$ cat config.mk
export PLATFORM = sky130hd
export DESIGN_NAME = write_back_unit_flat
export DESIGN_NICKNAME = d
export VERILOG_FILES = /design/src/rtl/riscv_pkg.sv /design/src/rtl/write_back_unit_if.sv /design/src/rtl/load_formatter.sv /design/src/rtl/write_back_unit.sv /design/src/flat_wrapper.sv
export SDC_FILE = /design/constraint.sdc
export NUM_CORES = 1
export LEC_CHECK = 0
export BUFFER_PORTS_ARGS = -buffer_cell sky130_fd_sc_hd__buf_4
export CAP_MARGIN = 20
export CORE_UTILIZATION = 57
export CTS_CLUSTER_DIAMETER = 80
export DETAILED_ROUTE_END_ITERATION = 7
export PLACE_DENSITY = 0.92
export SYNTH_ARGS = -nofsm -noshare
export SYNTH_HDL_FRONTEND = slang
export SYNTH_HIERARCHICAL = 1
export SYNTH_SLANG_ARGS = --single-unit
$ cat constraint.sdc
create_clock -name clk -period 4.5 [get_ports clk]
set_input_delay 0.225 -clock clk [delete_from_list [all_inputs] [get_ports clk]]
set_output_delay 0.225 -clock clk [all_outputs]
set_load 0.01 [all_outputs]
$ cat src/rtl/riscv_pkg.sv
// ---------------------------------------------------------------------------
// riscv_pkg
// Shared RISC-V pipeline constants. The decode stage and the write-back unit
// both import this package, so the result-select encoding and the load
// funct3 codes have exactly one definition.
//
// Contents:
//   wb_sel_e      write-back result select (ALU / load / PC+4 / immediate)
//   F3_*          load funct3 codes (LB, LH, LW, LBU, LHU)
// ---------------------------------------------------------------------------
package riscv_pkg;

  // Result select carried down the pipe from decode to write-back.
  typedef enum logic [1:0] {
    WB_SEL_ALU  = 2'b00,
    WB_SEL_LOAD = 2'b01,
    WB_SEL_PC4  = 2'b10,
    WB_SEL_IMM  = 2'b11
  } wb_sel_e;

  // Load size/sign encodings from the funct3 field.
  localparam logic [2:0] F3_LB  = 3'b000;
  localparam logic [2:0] F3_LH  = 3'b001;
  localparam logic [2:0] F3_LW  = 3'b010;
  localparam logic [2:0] F3_LBU = 3'b100;
  localparam logic [2:0] F3_LHU = 3'b101;

endpackage

$ cat src/rtl/write_back_unit_if.sv
// ---------------------------------------------------------------------------
// write_back_unit_if
// Bundle of the MEM-stage outputs that feed the MEM/WB pipeline register.
//
// Signals:
//   mem_valid       MEM stage holds a valid instruction
//   mem_RegWrite    instruction writes rd
//   mem_wb_sel      result select (see riscv_pkg::wb_sel_e)
//   mem_funct3      load size/sign
//   mem_alu_result  ALU result, bits [1:0] double as the load byte offset
//   mem_read_data   raw aligned memory word
//   mem_pc_plus4    link value
//   mem_imm         immediate (e.g. LUI)
//   mem_rd          destination register
//
// Modports: master = MEM stage (drives), slave = write-back unit (samples).
// ---------------------------------------------------------------------------
interface write_back_unit_if #(
  parameter int XLEN = 32,
  parameter int RA_W = 5
);

  logic            mem_valid;
  logic            mem_RegWrite;
  logic [1:0]      mem_wb_sel;
  logic [2:0]      mem_funct3;
  logic [XLEN-1:0] mem_alu_result;
  logic [XLEN-1:0] mem_read_data;
  logic [XLEN-1:0] mem_pc_plus4;
  logic [XLEN-1:0] mem_imm;
  logic [RA_W-1:0] mem_rd;

  modport master (
    output mem_valid, mem_RegWrite, mem_wb_sel, mem_funct3,
           mem_alu_result, mem_read_data, mem_pc_plus4, mem_imm, mem_rd
  );

  modport slave (
    input  mem_valid, mem_RegWrite, mem_wb_sel, mem_funct3,
           mem_alu_result, mem_read_data, mem_pc_plus4, mem_imm, mem_rd
  );

endinterface

$ cat src/rtl/load_formatter.sv
// ---------------------------------------------------------------------------
// load_formatter
// Purely combinational load data extraction: picks the addressed byte or
// halfword out of an aligned memory word and sign- or zero-extends it.
//
// Ports:
//   i_funct3  in  3     load size/sign code (riscv_pkg::F3_*)
//   i_offset  in  2     byte offset within the word
//   i_word    in  XLEN  raw aligned memory word
//   o_data    out XLEN  formatted load result
// ---------------------------------------------------------------------------
module load_formatter #(
  parameter int XLEN = 32
) (
  input  logic [2:0]      i_funct3,
  input  logic [1:0]      i_offset,
  input  logic [XLEN-1:0] i_word,
  output logic [XLEN-1:0] o_data
);

  import riscv_pkg::*;

  logic [7:0]  w_byte;
  logic [15:0] w_half;

  // Lane selection. Halfwords only look at offset bit 1, so a misaligned
  // halfword offset silently falls back to its aligned half.
  always_comb begin
    w_byte = i_word[7:0];
    case (i_offset)
      2'd1:    w_byte = i_word[15:8];
      2'd2:    w_byte = i_word[23:16];
      2'd3:    w_byte = i_word[31:24];
      default: w_byte = i_word[7:0];
    endcase
    w_half = i_offset[1] ? i_word[31:16] : i_word[15:0];
  end

  // Extension by load type. LW and any code that is not a load size pass
  // the raw word through untouched.
  always_comb begin
    o_data = i_word;
    case (i_funct3)
      F3_LB:   o_data = {{(XLEN-8){w_byte[7]}}, w_byte};
      F3_LH:   o_data = {{(XLEN-16){w_half[15]}}, w_half};
      F3_LBU:  o_data = {{(XLEN-8){1'b0}}, w_byte};
      F3_LHU:  o_data = {{(XLEN-16){1'b0}}, w_half};
      F3_LW:   o_data = i_word;
      default: o_data = i_word;
    endcase
  end

endmodule

$ cat src/rtl/write_back_unit.sv
// ---------------------------------------------------------------------------
// write_back_unit
// MEM/WB pipeline register plus write-back result selection for a RISC-V
// pipeline. Drives the register-file write port, the forwarding source and
// a per-cycle retire pulse.
//
// Ports:
//   clk            in   rising-edge clock
//   rst            in   synchronous active-high reset
//   mem_if         in   write_back_unit_if.slave, MEM-stage fields
//   wb_stall       in   hold the WB register
//   wb_flush       in   invalidate the WB register (beats wb_stall)
//   write_value    out  register-file write data
//   out_reg_write  out  register-file write enable (never for x0)
//   out_rd         out  register-file write address
//   fwd_valid      out  forwarding source valid (= out_reg_write)
//   fwd_data       out  forwarding data (= write_value)
//   retire_pulse   out  one instruction leaves WB this cycle
//   retire_count   out  64-bit retired-instruction counter, present only
//                       when WB_RETIRE_CNT_EN is defined
//
// Optional feature macro: WB_RETIRE_CNT_EN
// ---------------------------------------------------------------------------
module write_back_unit
  import riscv_pkg::*;
#(
  parameter int XLEN = 32,
  parameter int RA_W = 5
) (
  input  logic            clk,
  input  logic            rst,
  write_back_unit_if.slave mem_if,
  input  logic            wb_stall,
  input  logic            wb_flush,
  output logic [XLEN-1:0] write_value,
  output logic            out_reg_write,
  output logic [RA_W-1:0] out_rd,
  output logic            fwd_valid,
  output logic [XLEN-1:0] fwd_data,
  output logic            retire_pulse
`ifdef WB_RETIRE_CNT_EN
  ,
  output logic [63:0]     retire_count
`endif
);

  logic            r_valid;
  logic            r_regWrite;
  wb_sel_e         r_wbSel;
  logic [2:0]      r_funct3;
  logic [XLEN-1:0] r_aluResult;
  logic [XLEN-1:0] r_readData;
  logic [XLEN-1:0] r_pcPlus4;
  logic [XLEN-1:0] r_imm;
  logic [RA_W-1:0] r_rd;

  logic [XLEN-1:0] w_loadData;

  // MEM/WB register. Reset clears everything; a flush only drops the valid
  // bit (the stale fields are harmless once invalid) and wins over a stall
  // so a squashed instruction can never get stuck in WB.
  always_ff @(posedge clk) begin
    if (rst) begin
      r_valid     <= 1'b0;
      r_regWrite  <= 1'b0;
      r_wbSel     <= WB_SEL_ALU;
      r_funct3    <= '0;
      r_aluResult <= '0;
      r_readData  <= '0;
      r_pcPlus4   <= '0;
      r_imm       <= '0;
      r_rd        <= '0;
    end else if (wb_flush) begin
      r_valid     <= 1'b0;
    end else if (!wb_stall) begin
      r_valid     <= mem_if.mem_valid;
      r_regWrite  <= mem_if.mem_RegWrite;
      r_wbSel     <= wb_sel_e'(mem_if.mem_wb_sel);
      r_funct3    <= mem_if.mem_funct3;
      r_aluResult <= mem_if.mem_alu_result;
      r_readData  <= mem_if.mem_read_data;
      r_pcPlus4   <= mem_if.mem_pc_plus4;
      r_imm       <= mem_if.mem_imm;
      r_rd        <= mem_if.mem_rd;
    end
  end

  // The ALU result's low two bits are the load address offset.
  load_formatter #(
    .XLEN(XLEN)
  ) u_loadFormatter (
    .i_funct3 (r_funct3),
    .i_offset (r_aluResult[1:0]),
    .i_word   (r_readData),
    .o_data   (w_loadData)
  );

  // Result mux, fed only from registered fields so it stays put during a
  // stall no matter what the MEM stage does upstream.
  always_comb begin
    write_value = r_aluResult;
    case (r_wbSel)
      WB_SEL_ALU:  write_value = r_aluResult;
      WB_SEL_LOAD: write_value = w_loadData;
      WB_SEL_PC4:  write_value = r_pcPlus4;
      WB_SEL_IMM:  write_value = r_imm;
      default:     write_value = r_aluResult;
    endcase
  end

  // x0 is hard-wired to zero, so a write to it is suppressed here rather
  // than relying on the register file. Retirement ignores RegWrite: stores
  // and branches retire too, but only once they actually leave WB.
  assign out_reg_write = r_valid & r_regWrite & (r_rd != '0);
  assign out_rd        = r_rd;
  assign fwd_valid     = out_reg_write;
  assign fwd_data      = write_value;
  assign retire_pulse  = r_valid & ~wb_stall;

`ifdef WB_RETIRE_CNT_EN
  // Free-running retired-instruction counter; wraps naturally at 2^64.
  always_ff @(posedge clk) begin
    if (rst) begin
      retire_count <= '0;
    end else if (retire_pulse) begin
      retire_count <= retire_count + 64'd1;
    end
  end
`endif

endmodule

$ cat src/flat_wrapper.sv
// flat-port wrapper written by rule: the top's interface ports become plain ports
module write_back_unit_flat import riscv_pkg::*;
#(
  parameter int XLEN = 32,
  parameter int RA_W = 5
)
  (clk, rst, wb_stall, wb_flush, write_value, out_reg_write, out_rd, fwd_valid, fwd_data, retire_pulse, mem_if_mem_valid, mem_if_mem_RegWrite, mem_if_mem_wb_sel, mem_if_mem_funct3, mem_if_mem_alu_result, mem_if_mem_read_data, mem_if_mem_pc_plus4, mem_if_mem_imm, mem_if_mem_rd);
  write_back_unit_if #(.XLEN(XLEN), .RA_W(RA_W)) mem_if_i ();
  input  logic clk;
  input  logic rst;
  input  logic wb_stall;
  input  logic wb_flush;
  output logic [XLEN-1:0] write_value;
  output logic out_reg_write;
  output logic [RA_W-1:0] out_rd;
  output logic fwd_valid;
  output logic [XLEN-1:0] fwd_data;
  output logic retire_pulse;
  input wire logic [$bits(mem_if_i.mem_valid)-1:0] mem_if_mem_valid;
  input wire logic [$bits(mem_if_i.mem_RegWrite)-1:0] mem_if_mem_RegWrite;
  input wire logic [$bits(mem_if_i.mem_wb_sel)-1:0] mem_if_mem_wb_sel;
  input wire logic [$bits(mem_if_i.mem_funct3)-1:0] mem_if_mem_funct3;
  input wire logic [$bits(mem_if_i.mem_alu_result)-1:0] mem_if_mem_alu_result;
  input wire logic [$bits(mem_if_i.mem_read_data)-1:0] mem_if_mem_read_data;
  input wire logic [$bits(mem_if_i.mem_pc_plus4)-1:0] mem_if_mem_pc_plus4;
  input wire logic [$bits(mem_if_i.mem_imm)-1:0] mem_if_mem_imm;
  input wire logic [$bits(mem_if_i.mem_rd)-1:0] mem_if_mem_rd;
  assign mem_if_i.mem_valid = mem_if_mem_valid;
  assign mem_if_i.mem_RegWrite = mem_if_mem_RegWrite;
  assign mem_if_i.mem_wb_sel = mem_if_mem_wb_sel;
  assign mem_if_i.mem_funct3 = mem_if_mem_funct3;
  assign mem_if_i.mem_alu_result = mem_if_mem_alu_result;
  assign mem_if_i.mem_read_data = mem_if_mem_read_data;
  assign mem_if_i.mem_pc_plus4 = mem_if_mem_pc_plus4;
  assign mem_if_i.mem_imm = mem_if_mem_imm;
  assign mem_if_i.mem_rd = mem_if_mem_rd;
  write_back_unit #(.XLEN(XLEN), .RA_W(RA_W)) u_core (.clk(clk), .rst(rst), .mem_if(mem_if_i), .wb_stall(wb_stall), .wb_flush(wb_flush), .write_value(write_value), .out_reg_write(out_reg_write), .out_rd(out_rd), .fwd_valid(fwd_valid), .fwd_data(fwd_data), .retire_pulse(retire_pulse));
endmodule
== Word-level counts from Yosys, hierarchy flattened ==
Cells that the tools add are included.

* Equal/unequal tests: 9
* Bitwise gates (word level): 5
* Multiplexer cells: 4
* Reduce and logical (&&, ||, !) cells: 5

{| class="wikitable"
|+ Operators with widths
! cell !! number
|-
| $pmux 32 s4 || 2
|-
| $pmux 8 s3 || 1
|-
| $mux 16 || 1
|-
| $eq 2x2->1 const B || 4
|-
| $eq 3x3->1 const B || 2
|-
| $reduce_bool 5->1 || 1
|-
| $eq 2x1->1 const B || 2
|-
| $and 1x1->1 || 3
|-
| $eq 3x1->1 const B || 1
|-
| $logic_not 3->1 || 1
|-
| $logic_not 2->1 || 1
|-
| $not 1->1 || 2
|-
| $reduce_and 2->1 || 1
|-
| $reduce_or 2->1 || 1
|}

* Register bits after elaboration: 140
* Output and inout port bits: 72
* Word-level logic and storage cells: 32

== Depth between registers and ports, before layout ==
Gate-level depths: netlist of run 1.

* Depth after elaboration: 4
* Depth in mapped cells: 9
* Mapped depth without buffers: 5

== By module ==
Netlist of run 1, hierarchy kept.

{| class="wikitable"
|+ Modules (own cells, without submodules)
! module !! times used !! cells each !! area an instance (um^2)
|-
| write_back_unit || 1 || 713 || 6922.9
|-
| load_formatter || 1 || 110 || 649.4
|}

== Least setup slack after synthesis of run 1 ==
Ideal clock, no wire load.

* Path kind: reg2out
* Start: register u_core.r_aluResult[1]
* End: output write_value[23]
* Arrival time: 2165 ps
* Required time: 4275 ps
* Cell stages (with the launch flop): 9
* Path slack: 2110 ps
* Buffers on the path: 3
* Path through: dfxtp_1 mux4_2 nand3b_4 o41a_2 buf_6 buf_6 nand2_1 mux4_2 buf_4

* Word-level cells in the longest chain between the ends: 4

{| class="wikitable"
|+ RTL lines
! what !! line !! text
|-
| start, declared || write_back_unit.sv:51 || <nowiki>logic [XLEN-1:0] r_aluResult;</nowiki>
|-
| start signal, assigned || write_back_unit.sv:80 || <nowiki>r_aluResult <= mem_if.mem_alu_result;</nowiki>
|-
| $eq 2x2->1 / $eq 2x1->1 (equally long branches) || load_formatter.sv:30 || <nowiki>case (i_offset)</nowiki>
|-
| $pmux 8 s3 || load_formatter.sv:30 ||
|-
| $pmux 32 s4 * || load_formatter.sv:43 || <nowiki>case (i_funct3)</nowiki>
|-
| named net u_core.w_loadData[23] || write_back_unit.sv:57 || <nowiki>logic [XLEN-1:0] w_loadData;</nowiki>
|-
| $pmux 32 s4 * || write_back_unit.sv:102 || <nowiki>case (r_wbSel)</nowiki>
|-
| end, declared || flat_wrapper.sv:13 || <nowiki>output logic [XLEN-1:0] write_value;</nowiki>
|}

Mark *: on every way through the listed nets, which the timed path passes. The rest lies on a longest branch.

== Final worst setup path of run 1 ==
* Start: register u_core.r_aluResult[1]
* End: output write_value[15]

The elaborated chain is that of the path after synthesis.

==> impl_metrics.json, run 1 <==
{
  "gr-total-overflow": 0,
  "clock_latency_ns": 0.43,
  "period_share_pct": 75.6,
  "hold_buffers": 0,
  "p_leak_uw": 0.00368,
  "synth_seq_cells": 140,
  "placement_rows": 41,
  "syn-num-nets": 967,
  "drc": 0,
  "finalSetupViolations": 0,
  "cts_tree": "yes",
  "die_h_um": 117,
  "cts_buffer_depth": 2,
  "fin_tns_setup_ns": 0,
  "synthDistinctLibCells": 29,
  "numCtsBuffers": 17,
  "dieArea_um2": 13700,
  "viasPerCell": 6.09,
  "hp-class": "primary input to register",
  "p_comb_share_pct": 13.7,
  "ys_seq_area_share_pct": 37.0,
  "yosys-top-cells-area": "dfxtp_1, or3b_1, mux4_2, a21oi_1, o21ai_0",
  "clkTransAtPathRegs_ns": 0.05,
  "worstSetupStartpointType": "register",
  "final_hold_viol_count": 0,
  "post-place-ws_ns": 1.60,
  "synth_top_cell_by_area": "dfxtp_1",
  "fillers": 945,
  "fmax_mhz": 294,
  "criticalPathCategory": "register to output port",
  "fp.coreArea_um2": 12800,
  "antennaDiodeCount": 0,
  "drt_iter0_markers": 898,
  "netlist_instances": 823,
  "wire_per_inst_um": 18.8,
  "ctsResizeCount": 0,
  "start_util_pct": 59.3,
  "powerDensity_nw_per_um2": 347,
  "dieWidth_um": 117,
  "status": "finished clean",
  "yosys_warnings": 6,
  "multi_input_area_um2": 3950,
  "cts_sinks": 140,
  "io_pins": 216,
  "synth-edff-count": 0,
  "grt_max_degree": 170,
  "reg2reg_slack_ns": 3.00,
  "cts_root_buf": "clkbuf_16",
  "clock_skew_ns": 0,
  "p_int_uw": 2430,
  "route.vias.total": 6819,
  "worstPathRequired_ns": 4.28,
  "peakVddDrop_uv": 256,
  "htreeDepth": 4,
  "worst_slack_ns": 1.10,
  "fin_crit_ns": 3.40,
  "p_sw_uw": 795,
  "area_delta_synth_final_pct": 22.6,
  "swShare_pct": 24.7,
  "final_nets": 1079,
  "gp_congestion": 0.919,
  "grt_pass1_vias": 6172,
  "syn_area_um2": 7570,
  "drive_above_1_share_pct": 31.3,
  "drt-total-wl_mm": 21.0,
  "synth_flop_cell": "dfxtp_1",
  "dpl_cell_area_um2": 8640,
  "async_flop_share_pct": 0,
  "io_buffers": 215,
  "power_uw": 3220,
  "ant_nets": 0,
  "rsz0062_at_grt": "no",
  "grt.total_usage_pct": 30.4,
  "pwr-share-seq_pct": 42.0,
  "worst_ep_arrival_time_ns": 3.18,
  "antenna_found_initial": 0,
  "drv_cap": 0,
  "worstPathMaxFanout": 17,
  "dp_hpwl_mm": 13.5,
  "grt_pass1_wl_mm": 31.2,
  "end_kind": "output port",
  "synth_commonest_cells": "dfxtp_1, a21oi_1, or3b_1",
  "slew_violations": 0,
  "tightest_slew_ns": 1.04,
  "register_area_um2": 2810,
  "max-slew-margin-rel_pct": 30.8,
  "post-synth-top-area-fraction_pct": 37.0,
  "synth_area_per_cell_um2": 9.20,
  "whs_ns": 0.0964,
  "dr.pass1.iters": 5,
  "post-cts-setup-buffers": 0,
  "synth_most_common_cell": "dfxtp_1",
  "final_area_um2": 9280,
  "pwr-share-clk_pct": 44.3
}
[layer usage]
metal | wire [um] | GRT usage, % | up-vias
li1 | - | - | 3236
met1 | 8430 | 37.3 | 3225
met2 | 10300 | 49.7 | 309
met3 | 1580 | 8.29 | 49
met4 | 706 | 14.6 | 0
met5 | 0 | 0 | -
[sequential cells by signal, summed over array words and instances, names as in the netlist]
register	cells
u_core/r_aluResult	32
u_core/r_pcPlus4	32
u_core/r_readData	32
u_core/r_valid	1
u_core/r_funct3	3
u_core/r_regWrite	1
u_core/out_rd	5
u_core/r_wbSel	2
u_core/r_imm	32
[final timing paths]
check	startpoint	to	cells past startpoint
worst max-delay path	u_core/r_aluResult[1]	write_value[15]	6
worst min-delay path	mem_if_mem_valid	u_core/r_valid	3
worst max register to register	u_core/r_wbSel[1]	u_core/r_wbSel[1]	2
worst min register to register	u_core/r_aluResult[24]	u_core/r_aluResult[24]	2
[metrics by stage]
stage | utilization (%) | std cells
2_1_floorplan | - | 823
3_3_place_gp | 67.6 | 1086
3_5_place_dp | 67.6 | 1086
4_1_cts | 72.3 | 1117
5_1_grt | 72.7 | 1119
6_report | 72.7 | 1119
[cell families after synthesis]
family | Yosys count | synth area share [%]
AO/OA/AOI/OAI | 312 | 21.7
buffers and inverters | 131 | 10.8
flip-flops | 140 | 37.0
multiplexers | 42 | 11.1
AND/OR/NAND/NOR | 198 | 19.4
[layout make-up]
class | instances | share of cell area (%)
clock buffers | 20 | 4.92
clock inverters | 11 | 1.55
inverters | 2 | 0.0809
multi-input cells | 552 | 42.6
flip-flops and latches | 140 | 30.2
well taps | 172 | 2.32
repair buffers | 222 | 18.3
[worst max-delay path, stage by stage, from the launching register on]
cell and delay (ns):
dfxtp_1 0.71, mux4_2 0.63, nand3b_4 0.15, o41a_2 0.42, nand2_1 0.14, mux4_2 0.52, buf_4 0.17
[power by group through the flow]
stage	registers, uW	clock network (uW)	logic [uW]
floorplan	1350	0	304
global placement	1380	0	419
detailed placement	1380	0	426
CTS	1350	1440	431
global route	1360	1500	482
finish	1350	1430	441
[layout by cell type (no fill, tap or decap), drive strengths merged, types with 2 or more instances in the layout]
master    instances
a21oi           139
a22o              7
a22oi            13
buf             222
bufinv            3
clkbuf           20
clkinv            4
clkinvlp          4
dfxtp           140
inv               2
mux2              7
mux2i             2
mux4             33
nand2            48
nand3             2
nor2              3
nor2b             3
o21ai           148
or3b            139
Power figures use the tool's default switching activity.
==> inputs of run 2 (changes only) <==
--- a/config.mk
+++ b/config.mk
@@ -7,10 +7,10 @@
 export LEC_CHECK = 0
 export BUFFER_PORTS_ARGS = -buffer_cell sky130_fd_sc_hd__buf_4
 export CAP_MARGIN = 20
-export CORE_UTILIZATION = 57
+export CORE_UTILIZATION = 53
 export CTS_CLUSTER_DIAMETER = 80
 export DETAILED_ROUTE_END_ITERATION = 7
-export PLACE_DENSITY = 0.92
+export PLACE_DENSITY = 0.87
 export SYNTH_ARGS = -nofsm -noshare
 export SYNTH_HDL_FRONTEND = slang
 export SYNTH_HIERARCHICAL = 1
==> constraint.sdc (replaced) <==
create_clock -name clk -period 3.2 [get_ports clk]
set_input_delay 0.16 -clock clk [delete_from_list [all_inputs] [get_ports clk]]
set_output_delay 0.16 -clock clk [all_outputs]
set_load 0.01 [all_outputs]
==> impl_metrics.json, run 2 (same netlist as run 1, synthesis figures left out) <==
{
  "status": "finished clean",
  "whs_path_depth": 3,
  "worstSetupStartpointType": "register",
  "layout_common_cells": "buf_4, or3b_1, a21oi_1, dfxtp_1, o21ai_0",
  "ctsResizeCount": 0,
  "clkTransAtPathRegs_ns": 0.06,
  "hp-class": "primary input to register",
  "drc": 0,
  "rsz0062_at_grt": "no",
  "fin_tns_setup_ns": 0,
  "io_buffers": 215,
  "tightest_slew_ns": 0.864,
  "dpl_cell_area_um2": 8730,
  "placement_rows": 43,
  "fin_crit_ns": 2.90,
  "grt.total_usage_pct": 28.6,
  "cts_buffer_depth": 2,
  "start_util_pct": 54.3,
  "gp_congestion": 0.948,
  "fillers": 1129,
  "dieArea_um2": 14800,
  "endpoint": "write_value[22]",
  "final_area_um2": 9320,
  "reg2reg_depth": 2,
  "final-instance-count-excl-fill": 1131,
  "ant_nets": 0,
  "final_common_cell": "buf_4",
  "worstPathMaxFanout": 17,
  "slew_violations": 0,
  "htreeDepth": 4,
  "drv_cap": 0,
  "end_kind": "output port",
  "cts_sinks": 140,
  "viasPerCell": 6.01,
  "dr.pass1.iters": 5,
  "worstPathRequired_ns": 3.04,
  "register_area_um2": 2810,
  "peakVddDrop_uv": 374,
  "drt-total-wl_mm": 21.1,
  "numCtsBuffers": 17,
  "fmax_mhz": 345,
  "drive_above_1_share_pct": 31.5,
  "p_leak_uw": 0.00370,
  "period_share_pct": 90.6,
  "io_pins": 216,
  "wire_per_inst_um": 18.6,
  "final_nets": 1083,
  "r2r-start": "u_core/r_wbSel[1]",
  "reg2reg_slack_ns": 1.93,
  "clock_latency_ns": 0.42,
  "startpoint": "u_core/r_aluResult[1]",
  "dp_hpwl_mm": 14.1,
  "antenna_found_initial": 0,
  "multi_input_area_um2": 3950,
  "dp_cells": 1100,
  "route.vias.total": 6800,
  "cts_root_buf": "clkbuf_16",
  "grt_pass1_wl_mm": 32.2,
  "drt_iter0_markers": 797,
  "post-cts-setup-buffers": 0,
  "finalSetupViolations": 0,
  "fp.coreArea_um2": 13900,
  "grt_pass1_vias": 6197,
  "max-slew-margin-rel_pct": 42.4,
  "area_delta_synth_final_pct": 23.1,
  "dieWidth_um": 122,
  "worst_ep_arrival_time_ns": 2.74,
  "grt_max_degree": 153,
  "powerDensity_nw_per_um2": 480,
  "r2r_end": "u_core/r_wbSel[1]",
  "clock_skew_ns": 0,
  "final_hold_viol_count": 0,
  "die_h_um": 122,
  "cts_tree": "yes",
  "criticalPathCategory": "register to output port",
  "hold_buffers": 0,
  "gr-total-overflow": 0,
  "antennaDiodeCount": 0
}
==> run 2: stage by stage <==
step | hold slack (ns) | power [uW] | util, % | worst slack (ns)
6_report | 0.0306 | 4470 | 66.9 | 0.300
3_3_place_gp | 0.443 | 2540 | 62.7 | 0.853
4_1_cts | 0.0207 | 4490 | 66.9 | 0.316
3_5_place_dp | 0.464 | 2560 | 62.7 | 0.805
5_1_grt | 0.0549 | 4630 | 66.9 | 0.165
2_1_floorplan | 0.352 | 2320 | - | 0.875
==> run 2: worst max-delay path, stage by stage, from the launching register on <==
cell	delay [ns]
dfxtp_1	0.35
mux4_2	0.56
nand3b_4	0.14
o41a_2	0.43
nand2_1	0.15
mux4_2	0.52
buf_4	0.17
==> run 2: area by class of cell <==
| class | count | share of cell area [%] |
|---|---|---|
| Clock buffer | 21 | 5.05 |
| Clock inverter | 10 | 1.25 |
| Inverter | 2 | 0.0805 |
| Multi-Input combinational cell | 552 | 42.4 |
| Sequential cell | 140 | 30.1 |
| Tap cell | 180 | 2.42 |
| Timing Repair Buffer | 226 | 18.7 |
==> run 2: how the worst min path moves through the flow <==
stage	from	to	slack (ns)
global placement	mem_if_mem_valid	u_core/r_valid	0.44
finish	mem_if_mem_valid	u_core/r_valid	0.03
floorplan	mem_if_mem_valid	u_core/r_valid	0.35
global route	mem_if_mem_valid	u_core/r_valid	0.05
detailed placement	u_core/r_pcPlus4[12]	u_core/r_pcPlus4[12]	0.46
CTS	mem_if_mem_valid	u_core/r_valid	0.02
==> run 2: metal layers <==
| metal | up-vias | GRT usage (%) | wire [um] |
|---|---|---|---|
| met3 | 41 | 6.46 | 1540 |
| met2 | 308 | 46.9 | 10300 |
| li1 | 3242 | - | - |
| met1 | 3209 | 36.4 | 8680 |
| met4 | 0 | 11.4 | 523 |
| met5 | - | 0 | 0 |
==> run 2: report_power, final <==
group          leakage (uW)  internal [uW]  switching [uW]
clock network      0.000285           1200             740
logic               0.00227            334             305
registers           0.00115           1830            65.5
